[src/rtl/sync_fifo_flags.sv]
// Synchronous single-clock FIFO with occupancy count, programmable almost-full/almost-empty
// thresholds, sticky overflow/underflow flags and a selectable first-word-fall-through read port.
module sync_fifo_flags #(
  parameter int ADDR_WIDTH = 2,
  parameter int DATA_WIDTH = 32,
  parameter int AF_LEVEL   = (1 << ADDR_WIDTH) - 1,
  parameter int AE_LEVEL   = 1,
  parameter bit FWFT       = 1'b0
) (
  input  logic                  clk,
  input  logic                  reset,
  input  logic                  Wr_enable,
  input  logic                  Read_enable,
  input  logic [DATA_WIDTH-1:0] data_in,
  input  logic                  clear_err,
  output logic [DATA_WIDTH-1:0] data_out,
  output logic                  full,
  output logic                  empty,
  output logic                  almost_full,
  output logic                  almost_empty,
  output logic [ADDR_WIDTH:0]   count,
  output logic                  overflow,
  output logic                  underflow
);

  localparam int                DEPTH     = 1 << ADDR_WIDTH;
  localparam logic [ADDR_WIDTH:0] DEPTH_CNT = (ADDR_WIDTH+1)'(DEPTH);
  localparam logic [ADDR_WIDTH:0] AF_CNT    = (ADDR_WIDTH+1)'(AF_LEVEL);
  localparam logic [ADDR_WIDTH:0] AE_CNT    = (ADDR_WIDTH+1)'(AE_LEVEL);
  localparam logic [ADDR_WIDTH:0] PTR_ONE   = (ADDR_WIDTH+1)'(1);

  logic [DATA_WIDTH-1:0] mem_q [DEPTH];

  logic [ADDR_WIDTH:0]   wr_ptr_q, wr_ptr_d;
  logic [ADDR_WIDTH:0]   rd_ptr_q, rd_ptr_d;
  logic [ADDR_WIDTH-1:0] wr_addr, rd_addr;
  logic                  overflow_q, overflow_d;
  logic                  underflow_q, underflow_d;
  logic                  wr_accept, rd_accept;

  // The wrap bit makes the plain pointer difference an exact 0..depth occupancy.
  assign count        = wr_ptr_q - rd_ptr_q;
  assign full         = (count == DEPTH_CNT);
  assign empty        = (count == '0);
  assign almost_full  = (count >= AF_CNT);
  assign almost_empty = (count <= AE_CNT);
  assign overflow     = overflow_q;
  assign underflow    = underflow_q;

  assign wr_addr = wr_ptr_q[ADDR_WIDTH-1:0];
  assign rd_addr = rd_ptr_q[ADDR_WIDTH-1:0];

  always_comb begin
    wr_accept   = Wr_enable && !full;
    rd_accept   = Read_enable && !empty;
    wr_ptr_d    = wr_ptr_q;
    rd_ptr_d    = rd_ptr_q;
    overflow_d  = overflow_q;
    underflow_d = underflow_q;
    if (wr_accept) wr_ptr_d = wr_ptr_q + PTR_ONE;
    if (rd_accept) rd_ptr_d = rd_ptr_q + PTR_ONE;
    // A new error in the same cycle as clear_err must survive the clear.
    if (clear_err)               overflow_d  = 1'b0;
    if (Wr_enable && full)       overflow_d  = 1'b1;
    if (clear_err)               underflow_d = 1'b0;
    if (Read_enable && empty)    underflow_d = 1'b1;
  end

  always_ff @(posedge clk) begin
    if (reset) begin
      wr_ptr_q    <= '0;
      rd_ptr_q    <= '0;
      overflow_q  <= 1'b0;
      underflow_q <= 1'b0;
    end else begin
      wr_ptr_q    <= wr_ptr_d;
      rd_ptr_q    <= rd_ptr_d;
      overflow_q  <= overflow_d;
      underflow_q <= underflow_d;
    end
  end

  // Storage is never cleared; only the pointers define what is valid.
  always_ff @(posedge clk) begin
    if (!reset && wr_accept) mem_q[wr_addr] <= data_in;
  end

  if (!FWFT) begin : g_reg_read
    logic [DATA_WIDTH-1:0] dout_q, dout_d;

    always_comb begin
      dout_d = dout_q;
      if (rd_accept) dout_d = mem_q[rd_addr];
    end

    always_ff @(posedge clk) begin
      if (reset) dout_q <= '0;
      else       dout_q <= dout_d;
    end

    assign data_out = dout_q;
  end else begin : g_fwft_read
    assign data_out = empty ? '0 : mem_q[rd_addr];
  end

endmodule

[config.mk]
export PLATFORM = sky130hd
export DESIGN_NAME = sync_fifo_flags
export DESIGN_NICKNAME = d
export VERILOG_FILES = /design/src/rtl/sync_fifo_flags.sv
export SDC_FILE = /design/constraint.sdc
export NUM_CORES = 1
export LEC_CHECK = 0
export ABC_CLOCK_PERIOD_IN_PS = 6850
export BUFFER_PORTS_ARGS = -buffer_cell sky130_fd_sc_hd__buf_2
export CAP_MARGIN = 5
export CORE_MARGIN = 2
export CORE_UTILIZATION = 62
export DETAILED_ROUTE_END_ITERATION = 16
export PLACE_DENSITY = 0.84
export SLEW_MARGIN = 20
export SYNTH_ARGS = -nofsm -noshare
export SYNTH_HDL_FRONTEND = slang
export SYNTH_SLANG_ARGS = --single-unit
[constraint.sdc]
create_clock -name clk -period 6.85 [get_ports clk]
set_input_delay 1.0275 -clock clk [delete_from_list [all_inputs] [get_ports clk]]
set_output_delay 1.0275 -clock clk [all_outputs]
set_load 0.01 [all_outputs]
==> impl_metrics.json <==
{
  "cpMaxStageDelayCell": "sky130_fd_sc_hd__dfxtp_2",
  "core_area_um2": 10300,
  "row_count": 37,
  "total_power_mw": 2.98,
  "required_time_of_the_worst_setup_path_ns": 5.82,
  "htree_levels": 4,
  "drt-total-wl_um": 11100,
  "globalRouteOverflowTotal": 0,
  "worst_setup_hold_path_clk_slew_ns": 0.07,
  "synthToLayoutAreaGrowth_pct": 16.4,
  "avgViaCountPerCell": 5.54,
  "first_global_vias": 3472,
  "finalWorstPathRequiredPeriod_ns": 3.48,
  "num-nets-final": 499,
  "antenna-diode-count": 0,
  "synth-edff-count": 128,
  "detailed_place_hpwl_um": 6630,
  "ys_seq_area_share_pct": 70.2,
  "cp-start-kind": "flip-flop",
  "maxCapViolations": 0,
  "syn_area_um2": 6610,
  "fmax_mhz": 287,
  "first_pass_grt_wire_length_um": 18000,
  "grt_start_max_net_pins": 83,
  "drive_gt1_share_pct": 34.2,
  "worst_skew_pair.late_latency_ns": 0.52,
  "die-width_um": 107,
  "critical_path.endpoint_type": "output port",
  "ctsRootBufferMaster": "sky130_fd_sc_hd__clkbuf_8",
  "leakagePower_nw": 2.86,
  "synth_fp_nets": 416,
  "rsz0062_at_grt": "false",
  "finalClockSkew_ns": 0.00641,
  "cp_top_family": "flip-flops",
  "path_buf_inv": 1,
  "critical-path-max-stage-delay_ns": 0.90,
  "floorplan.die_area_um2": 11500,
  "tightest_slew_ns": 0.875,
  "syn_avg_cell_area_um2": 17.8,
  "ctsResizeCount": 0,
  "ctsLongestPathBuffers": 2,
  "synth_async_sr_flop_share_pct": 0,
  "tritoncts.num_buffers": 17,
  "synthFlopType": "sky130_fd_sc_hd__edfxtp_1",
  "hold_path_class": "reg2reg",
  "clock_tree_sinks": 168,
  "initial_utilization_pct": 64.1,
  "post-route-period-util_pct": 50.8,
  "floorplan.die.height_um": 107,
  "ir_drop_mv": 0.248,
  "detail-route-antenna-nets": 0,
  "drt_drc_violations_left": 0,
  "cts.hold.buffers_added": 0,
  "power_density_nw_per_um2": 387,
  "antenna_found_initial": 0,
  "synthesis.instances": 372,
  "worstSetupPathType": "reg2out",
  "cts_tree": "yes",
  "port_buffers": 77,
  "globalRouteTotalUtil_pct": 21.5,
  "ffs_latches_synth": 168,
  "synth_cell_type_count": 29,
  "place_congestion": 0.722,
  "synthDominantAreaCellType": "sky130_fd_sc_hd__edfxtp_1",
  "crit_path_max_fanout": 35,
  "data_arrival_critical_path_ns": 2.45,
  "synth.cells.most_frequent": "sky130_fd_sc_hd__edfxtp_1, sky130_fd_sc_hd__nand2b_1, sky130_fd_sc_hd__dfxtp_1",
  "timing_max_transition_violations_final": 0,
  "synth_warnings": 0,
  "timing.final.hold_violations": 0,
  "ys_top_cells_by_area": "sky130_fd_sc_hd__edfxtp_1, sky130_fd_sc_hd__dfxtp_1, sky130_fd_sc_hd__mux4_2",
  "dr.pass1.iters": 4,
  "synth_top_area_share_pct": 58.1,
  "fin_setup_tns_ns": 0,
  "routed_wire_length_per_instance_um": 18.4,
  "cts.repair_timing.setup_buffer_count": 0,
  "setup_viol": 0,
  "initialDrtViolationCount": 236,
  "outcome": "finished clean",
  "num_vias": 3346,
  "floorplan.io_pins": 78,
  "synthMostInstantiatedCell": "sky130_fd_sc_hd__edfxtp_1",
  "max_slew_margin_pct": 41.7,
  "cp_cell_sequence": "fa_1 -> nand2_1 -> nor2_1 -> buf_2"
}
[routing by layer]
metal,wire length [um],track usage [%],part of all wire (%),up-vias
met5,0,0,0,-
met4,167,8.44,1.5,0
met3,620,6.60,5.6,12
met2,5690,34.2,51,102
met1,4660,28.2,42,1665
li1,-,-,-,1567
[kinds of logic after synthesis]
| family | Yosys count | share of synthesized area [%] |
|---|---|---|
| adder cells (fa/ha/maj) | 7 | 1.44 |
| flip-flops | 168 | 70.2 |
| multiplexers | 69 | 16.6 |
| buffers and inverters | 25 | 1.93 |
| AND/OR/NAND/NOR | 92 | 8.38 |
| XOR/XNOR | 1 | 0.359 |
| AO/OA/AOI/OAI | 10 | 1.12 |
[placed cells by master (no fill, tap or decap), types with 2 or more instances in the layout]
cell,instances
sky130_fd_sc_hd__dfxtp_2,2
sky130_fd_sc_hd__nand2b_1,71
sky130_fd_sc_hd__mux4_2,32
sky130_fd_sc_hd__edfxtp_1,128
sky130_fd_sc_hd__nand2_1,2
sky130_fd_sc_hd__nor2b_1,2
sky130_fd_sc_hd__clkinv_4,2
sky130_fd_sc_hd__nand3_1,2
sky130_fd_sc_hd__mux2_2,3
sky130_fd_sc_hd__a21oi_1,4
sky130_fd_sc_hd__dfxtp_1,38
sky130_fd_sc_hd__o21ai_0,2
sky130_fd_sc_hd__inv_6,3
sky130_fd_sc_hd__clkinvlp_4,5
sky130_fd_sc_hd__buf_2,77
sky130_fd_sc_hd__nor3b_2,4
sky130_fd_sc_hd__inv_1,4
sky130_fd_sc_hd__mux2i_1,34
sky130_fd_sc_hd__ha_1,6
sky130_fd_sc_hd__clkbuf_16,16
sky130_fd_sc_hd__buf_4,7
sky130_fd_sc_hd__nor2_1,8
sky130_fd_sc_hd__clkbuf_8,3
[final cells by class]
class / count / area, um2
inverter: 5 / 21.3
fill: 641 / 2620
timing repair buffer: 84 / 438
sequential: 168 / 4650
clock buffer: 19 / 442
multi-input combinational: 179 / 1860
tap: 136 / 170
clock inverter: 13 / 120
[path summary, 6_finish.rpt]
check | from | endpoint | slack (ns) | depth (start not counted)
worst min-delay path | overflow | overflow | 0.47 | 2
worst min register to register | overflow | overflow | 0.47 | 2
worst max register to register | rd_ptr_q[1] | mem_q[3][2] | 3.70 | 5
worst max-delay path | rd_ptr_q[1] | empty | 3.37 | 4
[stage by stage]
step	std cells	util [%]	worst slack (ns)	instance area, um2	hold slack, ns
3_5_place_dp	572	69.1	3.65	7140	0.463
2_1_floorplan	372	-	2.45	6610	0.481
6_report	604	74.6	3.37	7700	0.466
4_1_cts	604	74.6	3.30	7700	0.474
3_3_place_gp	572	69.1	3.79	7140	0.454
5_1_grt	604	74.6	3.20	7700	0.490
[power by group]
group,total (mW),leakage [nW],internal [mW],switching [mW]
Clock,0.881,0.261,0.503,0.378
Combinational,0.759,1.11,0.358,0.401
Sequential,1.34,1.49,1.26,0.0834
Total,2.98,2.86,2.12,0.862
[state kept, by name, summed over array words and instances, names as in the netlist]
register,count
data_out,32
mem_q,128
overflow,1
rd_ptr_q,3
underflow,1
wr_ptr_q,3
[tightest hold or removal path, delay by kind of cell (launching register included)]
kind / cells / cell delay, ns
flops: 1 / 0.31
compound gates: 1 / 0.05
simple gates: 1 / 0.06
Note: power is estimated with default switching activity, not from simulation.
